## config.mk

```make
export PLATFORM = sky130hd
export DESIGN_NAME = sipo_reorder
export DESIGN_NICKNAME = d
export VERILOG_FILES = /design/src/rtl/viterbi_pkg.sv /design/src/rtl/sipo_out_slot.sv /design/src/rtl/sipo_reorder.sv
export SDC_FILE = /design/constraint.sdc
export NUM_CORES = 1
export LEC_CHECK = 0
export ABC_AREA = 1
export CORE_MARGIN = 5
export CORE_UTILIZATION = 50
export DETAILED_ROUTE_END_ITERATION = 8
export PLACE_DENSITY = 0.73
export SLEW_MARGIN = 10
export SYNTH_ARGS = -nofsm -noshare
export SYNTH_HDL_FRONTEND = slang
export SYNTH_SLANG_ARGS = --single-unit
```

## constraint.sdc

```tcl
create_clock -name clk -period 2.7 [get_ports clk]
set_input_delay 0.54 -clock clk [delete_from_list [all_inputs] [get_ports clk]]
set_output_delay 0.54 -clock clk [all_outputs]
set_load 0.02 [all_outputs]
```

## src/rtl/viterbi_pkg.sv

```systemverilog
// Shared constants and types for the Viterbi traceback output path.
// Holds the default frame length, collector state encoding and drop-counter width.
package viterbi_pkg;

   localparam int TBL_DEF    = 15;
   localparam int DROP_CNT_W = 8;

   typedef enum logic {
      COLLECT = 1'b0,
      DROP    = 1'b1
   } coll_state_e;

endpackage

```

## src/rtl/sipo_out_slot.sv

```systemverilog
// Single-entry output register with valid/ready hold.
// A load takes priority over a same-cycle handshake so a new word can replace one leaving.
module sipo_out_slot
   import viterbi_pkg::*;
#(
   parameter int W = TBL_DEF
) (
   input  logic         clk,
   input  logic         rst_n,
   input  logic         load_i,
   input  logic [W-1:0] data_i,
   input  logic         ready_i,
   output logic [W-1:0] data_o,
   output logic         valid_o,
   output logic         free_o
);

   logic [W-1:0] data_q, data_d;
   logic         valid_q, valid_d;

   // Next slot contents: load, drain on handshake, or hold.
   always_comb begin
      data_d  = data_q;
      valid_d = valid_q;
      if (load_i) begin
         data_d  = data_i;
         valid_d = 1'b1;
      end else if (valid_q && ready_i) begin
         valid_d = 1'b0;
      end
   end

   // Slot register with synchronous reset.
   always_ff @(posedge clk) begin
      if (!rst_n) begin
         data_q  <= '0;
         valid_q <= 1'b0;
      end else begin
         data_q  <= data_d;
         valid_q <= valid_d;
      end
   end

   assign data_o  = data_q;
   assign valid_o = valid_q;
   assign free_o  = !valid_q || ready_i;

endmodule

```

## src/rtl/sipo_reorder.sv

```systemverilog
// Serial-to-parallel reorder of traceback bits into frames, newest bit first in.
// Optional SIPO_DROP_CNT_EN adds a saturating dropped-frame counter on drop_cnt_o.
module sipo_reorder
   import viterbi_pkg::*;
#(
   parameter int TBL   = TBL_DEF,
   parameter int OUT_W = TBL
) (
   input  logic             clk,
   input  logic             rst_n,
   input  logic             data_serial_i,
   input  logic             valid_serial_i,
   output logic [OUT_W-1:0] data_parallel_o,
   output logic             valid_parallel_o,
   input  logic             ready_parallel_i,
   output logic             overflow_o
`ifdef SIPO_DROP_CNT_EN
   ,
   output logic [DROP_CNT_W-1:0] drop_cnt_o
`endif
);

   localparam int CW = (TBL > 2) ? $clog2(TBL) : 1;
   localparam logic [CW-1:0] LAST = CW'(TBL - 1);

   coll_state_e  state_q, state_d;
   logic [TBL-1:0] shreg_q, shreg_d;
   logic [CW-1:0]  cnt_q, cnt_d;
   logic           pend_q, pend_d;
   logic           ovf_q, ovf_d;

   logic           load;
   logic [TBL-1:0] load_data;
   logic [TBL-1:0] shifted;
   logic           slot_free;
   logic           hs;

   assign shifted = {shreg_q[TBL-2:0], data_serial_i};
   assign hs      = valid_parallel_o && ready_parallel_i;

   // Collector FSM: assemble, park a finished frame in pend, or discard a frame.
   always_comb begin
      state_d   = state_q;
      shreg_d   = shreg_q;
      cnt_d     = cnt_q;
      pend_d    = pend_q;
      ovf_d     = 1'b0;
      load      = 1'b0;
      load_data = shifted;
      unique case (state_q)
         COLLECT: begin
            if (pend_q) begin
               if (hs) begin
                  load      = 1'b1;
                  load_data = shreg_q;
                  pend_d    = 1'b0;
                  if (valid_serial_i) begin
                     shreg_d = shifted;
                     cnt_d   = CW'(1);
                  end
               end else if (valid_serial_i) begin
                  state_d = DROP;
                  ovf_d   = 1'b1;
                  cnt_d   = CW'(1);
               end
            end else if (valid_serial_i) begin
               if (cnt_q == LAST) begin
                  cnt_d = '0;
                  if (slot_free) begin
                     load = 1'b1;
                  end else begin
                     shreg_d = shifted;
                     pend_d  = 1'b1;
                  end
               end else begin
                  shreg_d = shifted;
                  cnt_d   = cnt_q + CW'(1);
               end
            end
         end
         DROP: begin
            if (pend_q && hs) begin
               load      = 1'b1;
               load_data = shreg_q;
               pend_d    = 1'b0;
            end
            if (valid_serial_i) begin
               if (cnt_q == LAST) begin
                  cnt_d   = '0;
                  state_d = COLLECT;
               end else begin
                  cnt_d = cnt_q + CW'(1);
               end
            end
         end
         default: state_d = COLLECT;
      endcase
   end

   // Collector state registers.
   always_ff @(posedge clk) begin
      if (!rst_n) begin
         state_q <= COLLECT;
         shreg_q <= '0;
         cnt_q   <= '0;
         pend_q  <= 1'b0;
         ovf_q   <= 1'b0;
      end else begin
         state_q <= state_d;
         shreg_q <= shreg_d;
         cnt_q   <= cnt_d;
         pend_q  <= pend_d;
         ovf_q   <= ovf_d;
      end
   end

   assign overflow_o = ovf_q;

   sipo_out_slot #(
      .W (OUT_W)
   ) u_slot (
      .clk     (clk),
      .rst_n   (rst_n),
      .load_i  (load),
      .data_i  (load_data),
      .ready_i (ready_parallel_i),
      .data_o  (data_parallel_o),
      .valid_o (valid_parallel_o),
      .free_o  (slot_free)
   );

`ifdef SIPO_DROP_CNT_EN
   logic [DROP_CNT_W-1:0] drop_cnt_q, drop_cnt_d;

   // Saturating dropped-frame counter.
   always_comb begin
      drop_cnt_d = drop_cnt_q;
      if (ovf_d && (drop_cnt_q != '1)) begin
         drop_cnt_d = drop_cnt_q + DROP_CNT_W'(1);
      end
   end

   // Drop counter register.
   always_ff @(posedge clk) begin
      if (!rst_n) begin
         drop_cnt_q <= '0;
      end else begin
         drop_cnt_q <= drop_cnt_d;
      end
   end

   assign drop_cnt_o = drop_cnt_q;
`endif

endmodule

```

==> run summary, run 1 <==
run status: completed
fin crit share: 0.720
CP Depth: 1
relative slew slack: 0.680
Critical path buffers and inverters: 1
Slew @ Worst Pin: 0.480 ns
critical path endpoint category: primary output
global placement routability congestion: 0.764
top cells by count, synth: 61 x nand2_1, 38 x dfxtp_1, 37 x inv_1
Synth Area in Compound Gates: 0.176
post-synth top area cell: dfxtp_1
Post-Synth XOR/XNOR Area: 0
CP required: 2.16 ns
asr flop ratio synth: 0
Starting Density: 0.527
RR Startpoint: pend_q
met2 usage in global routing: 0.242
initial antenna violation count: 0
vias per inst: 4.81
Overall Global Routing Usage: 0.156
max_cap viols: 0
Critical R2R Capture: u_slot.data_o[0]
register area share after synthesis: 0.423
hold_sp: shreg_q[14]
crit-path cells: clkdlybuf4s50_1
Max stage delay on crit path: 0.64 ns
GRT Residual Overflow: 0
largest net degree at the start of global routing: 40
min cycle time layout: 1.94 ns
layout cell share with drive strength beyond 1: 0.0694
share of the synthesized area in the top cell type: 0.423
post-synthesis cell count: 270
CTS tree: yes
VDD IR max: 0.373 mV
largest family of logic cells by synthesized area: simple AND/OR/NAND/NOR gates
CP arrival: 1.40 ns
Die W: 70.0 um
fin nets: 292
simple-gate share of the synthesized area: 0.281
Critical Path Fanout Max: 5
GR peak layer: met2
area delta synth->final: 18.1%
clk_lat worst skew: 0.35 ns
clock buffer depth: 2
cells on worst reg2reg path: 6
Pwr Total: 0.000987 W
clock slew at reported path FFs: 0.11 ns
core area: 0.00342 sq mm
Resized Gates After CTS: 0
r2r setup slk: 1.01 ns
CTS Buf Count: 5
Post-synth EDFFs: 0
Post-Synth Adder-Cell Area: 0
Hold Violations, Final: 0
Non-Filler Instances: 334
TritonCTS Sinks: 38
synthesized area per cell: 6.67 sq um
CP delay by family, top: buffers and inverters
Detailed Routing Iterations Pass 1: 4
CP Launch Type: flop
post-CTS setup buffers: 0
placed cell count: 326
I/O Buffers: 21
remaining antenna violation count: 0
slowest cell on the critical path: clkdlybuf4s50_1
wire per inst: 10.3 um
fmax: 514 MHz
pwr/cell area: 464 mW/mm^2
drt initial violations: 84
Die Span Y: 70.0 um
yosys warns: 0
# hold bufs at CTS: 0
Setup Skew: 0.00724 ns
Leak Pwr: 0.843 nW
CP startpoint: u_slot.valid_o
Slew Limit Fails: 0
Synth cell types: 20
Post-Synthesis Cell Area: 0.00180 sq mm
ranking of synthesized cells by area: dfxtp_1 42%, nand2_1 13%, a21oi_1 9.7%, nand3_1 9.5%, inv_1 7.7%
Post-DP HPWL: 2.39 mm
Rows: 21
I/O Pins: 22
vias post-DR: 1606
ys flop type: dfxtp_1
GRT met1 Usage: 0.197
Finish-stage setup viols: 0
Residual DRC: 0
vias in the first global route: 1416
CTS root buf: clkbuf_4
critical path type: flop to primary output
mux share of post-synthesis cell area: 0
setup TNS: 0 ns
Yosys reg bits: 38
met3 usage: 0.0516
syn nets: 275
count leader, synth: nand2_1
HP Class: flop to flop
Antenna diodes: 0
wirelength, routed: 3.45 mm
end point of the critical path: valid_parallel_o
die area: 0.00490 sq mm
first-pass GRT wire length: 6.22 mm
unrepaired setup endpoints after global routing: no
H-Tree Level Count: 2
==> sequential cells by signal (all words and copies together) (netlist names) <==
name and cells:
pend_q 1, overflow_o 1, u_slot.data_o 15, cnt_q 4, shreg_q 15, u_slot.valid_o 1, state_q 1
==> worst min path at each step <==
stage | end | slack, ns | cells past startpoint
2_1_floorplan | cnt_q[3] | 0.44 | 2
3_3_place_gp | shreg_q[14] | 0.45 | 2
3_5_place_dp | shreg_q[14] | 0.47 | 2
4_1_cts | shreg_q[14] | 0.48 | 2
5_1_grt | shreg_q[14] | 0.51 | 2
6_report | shreg_q[14] | 0.48 | 2
==> layer usage <==
metal | up-vias | routed length, um
met5 | - | 0
met4 | 0 | 57
met3 | 5 | 131
met2 | 22 | 1520
met1 | 679 | 1750
li1 | 900 | -
==> final cells by class <==
type,instances,area [sq um]
clock buffer,5,37.5
clock inverter,3,40.0
fill,314,1290
inverter,38,143
multi-input combinational,179,823
sequential,38,761
tap,46,57.6
timing repair buffer,25,265
==> power by group <==
group / switching (W) / internal (W)
Sequential: 0.00000370 / 0.000564
Clock: 0.000188 / 0.000192
Combinational: 0.0000260 / 0.0000138
==> logic make-up after synthesis <==
kind of cell,after synthesis
AND/OR/NAND/NOR,120
AO/OA/AOI/OAI,59
flip-flops,38
buffers and inverters,53
==> placed cells by master (no fill, tap or decap) <==
master | synthesis | final
a21oi_1 | 35 | 35
nand3_1 | 34 | 34
nand3_2 | 1 | 1
a31o_2 | 1 | 1
nor2_2 | 1 | 1
nand2_1 | 61 | 61
a21oi_4 | 1 | 1
buf_12 | 0 | 2
dfxtp_1 | 38 | 38
nand2_2 | 2 | 2
buf_4 | 0 | 2
clkbuf_4 | 0 | 5
clkinv_2 | 0 | 2
o21ai_0 | 5 | 5
inv_1 | 37 | 37
o21ai_1 | 15 | 15
a21oi_2 | 1 | 1
bufinv_16 | 0 | 1
o21a_1 | 1 | 1
nor2_1 | 21 | 21
clkdlybuf4s50_1 | 0 | 21
inv_2 | 1 | 1
==> through the flow <==
stage | cell area (sq um) | worst slack, ns | hold WS, ns | utilization
final | 2130 | 0.755 | 0.475 | 0.623
after global routing | 2130 | 0.688 | 0.511 | 0.623
after CTS | 2130 | 0.735 | 0.483 | 0.623
after detailed placement | 2050 | 0.465 | 0.467 | 0.600
after global placement | 2050 | 0.486 | 0.450 | 0.600
after floorplan | 1800 | 1.35 | 0.437 | -
Note: power is estimated with default switching activity, not from simulation.
==> run 2: changes to the inputs <==
--- a/config.mk
+++ b/config.mk
@@ -7,9 +7,9 @@
 export LEC_CHECK = 0
 export ABC_AREA = 1
 export CORE_MARGIN = 5
-export CORE_UTILIZATION = 50
+export CORE_UTILIZATION = 49
 export DETAILED_ROUTE_END_ITERATION = 8
-export PLACE_DENSITY = 0.73
+export PLACE_DENSITY = 0.74
 export SLEW_MARGIN = 10
 export SYNTH_ARGS = -nofsm -noshare
 export SYNTH_HDL_FRONTEND = slang
==> constraint.sdc (replaced) <==
create_clock -name clk -period 1.6 [get_ports clk]
set_input_delay 0.32 -clock clk [delete_from_list [all_inputs] [get_ports clk]]
set_output_delay 0.32 -clock clk [all_outputs]
set_load 0.02 [all_outputs]
==> run 2 against run 1 <==
Compared with the run above: register-to-register slack got worse by 0.80 ns; cell count up 4.2%; critical path depth is the same; total power up 72%; core utilization is 0.57 points higher; largest cell class unchanged; highest routed layer unchanged.
==> run summary, run 2 (same netlist as run 1, synthesis figures left out) <==
pwr/cell area: 749 mW/mm^2
Overall Global Routing Usage: 0.149
RR Startpoint: cnt_q[2]
fin crit share: 0.971
layout cell share with drive strength beyond 1: 0.103
Min-Delay Path Depth: 2
area delta synth->final: 25.9%
run status: completed
critical path endpoint category: primary output
TritonCTS Sinks: 38
Max stage delay on crit path: 0.63 ns
r2r setup slk: 0.21 ns
Post-DP HPWL: 2.52 mm
Die W: 70.6 um
fin nets: 304
first-pass GRT wire length: 6.15 mm
largest net degree at the start of global routing: 41
final hold slack: 0.471 ns
CP delay by family, top: buffers and inverters
vias post-DR: 1644
Residual DRC: 0
Setup Skew: 0.00317 ns
critical path type: flop to primary output
Hold Violations, Final: 0
commonest non-fill, non-tap cell in the layout: nand2_1
I/O Buffers: 21
VDD IR max: 0.514 mV
CTS root buf: clkbuf_8
fmax: 644 MHz
crit-path cells: clkdlybuf4s50_1
area occupied by multi-input gates: 828 sq um
HP Class: flop to flop
CP Launch Type: flop
hold_sp: shreg_q[14]
unrepaired setup endpoints after global routing: no
Slew @ Worst Pin: 0.325 ns
Detailed Routing Iterations Pass 1: 4
clk_lat worst skew: 0.28 ns
placed cell count: 340
H-Tree Level Count: 2
initial antenna violation count: 0
min cycle time layout: 1.55 ns
Antenna diodes: 0
clock slew at reported path FFs: 0.07 ns
Critical path buffers and inverters: 1
Starting Density: 0.499
Non-Filler Instances: 348
Finish-stage setup viols: 0
Critical Path Fanout Max: 2
Die Span Y: 70.6 um
CP required: 1.28 ns
core area: 0.00361 sq mm
Hold EP: shreg_q[14]
CP arrival: 1.23 ns
I/O Pins: 22
wirelength, routed: 3.56 mm
GRT Residual Overflow: 0
Leak Pwr: 0.921 nW
most frequent cells in the layout: 61 x nand2_1, 38 x dfxtp_1, 37 x inv_1
relative slew slack: 0.783
Pwr Total: 0.00170 W
vias per inst: 4.72
vias in the first global route: 1434
cells on worst reg2reg path: 6
Rows: 22
die area: 0.00499 sq mm
sequential standard cell area: 761 sq um
drt initial violations: 99
global placement routability congestion: 0.783
max_cap viols: 0
Slew Limit Fails: 0
clock buffer depth: 2
post-CTS setup buffers: 0
CTS tree: yes
fill count: 333
Critical R2R Capture: u_slot.data_o[9]
remaining antenna violation count: 0
CTS Buf Count: 5
slowest cell on the critical path: clkdlybuf4s50_1
wire per inst: 10.2 um
-- run 2: cell count changes in the layout (fill, tap and decap cells not counted), sizes merged --
cell           delta
clkbuf            +2
clkinv            -1
clkdlybuf4s50     -1
bufinv            -1
dlymetal6s2s      +1
buf              +12
-- run 2: routing by layer --
| metal | global-route usage | share of wire | vias up |
|---|---|---|---|
| met5 | 0 | 0 | - |
| met3 | 0.0341 | 0.033 | 8 |
| met1 | 0.205 | 0.51 | 695 |
| li1 | - | - | 918 |
| met2 | 0.223 | 0.43 | 23 |
| met4 | 0.0647 | 0.026 | 0 |
-- run 2: report_power, final --
| part | switching (W) | internal [W] | total (W) | leakage, nW |
|---|---|---|---|---|
| Clock | 0.000311 | 0.000347 | 0.000658 | 0.0482 |
| Sequential | 0.00000611 | 0.000952 | 0.000958 | 0.307 |
| Combinational | 0.0000486 | 0.0000331 | 0.0000817 | 0.566 |
| Total | 0.000365 | 0.00133 | 0.00170 | 0.921 |
-- run 2: area by class of cell --
class | instances | area share
well taps | 48 | 0.0265
inverters | 38 | 0.0629
clock buffers | 7 | 0.0381
multi-input cells | 179 | 0.366
repair buffers | 37 | 0.169
clock inverters | 1 | 0.00221
flip-flops and latches | 38 | 0.336
-- run 2: timing repair --
action / in CTS / in global routing
endpoints found under the setup margin: 0 / 14
hold buffers: 0 / 0
gates resized for setup: 0 / 2
endpoints found under the hold margin: 0 / 0
-- run 2: stage by stage --
step | utilization | setup TNS [ns] | area, sq um | setup WS [ns]
detailed placement | 0.601 | -4.99 | 2170 | -0.186
global placement | 0.601 | -3.81 | 2170 | -0.141
CTS | 0.626 | 0 | 2260 | 0.0325
finish | 0.628 | 0 | 2270 | 0.0465
floorplan | - | 0 | 1800 | 0.249
global route | 0.628 | 0 | 2270 | 0.00133
-- run 2: worst max path at each step --
stage	slack, ns	from	cells after the start	to
CTS	0.03	u_slot.data_o[13]	1	data_parallel_o[13]
finish	0.05	u_slot.data_o[14]	1	data_parallel_o[14]
floorplan	0.25	u_slot.valid_o	5	shreg_q[10]
detailed placement	-0.19	valid_serial_i	7	shreg_q[2]
global route	0.001	u_slot.data_o[13]	1	data_parallel_o[13]
global placement	-0.14	valid_serial_i	7	shreg_q[9]
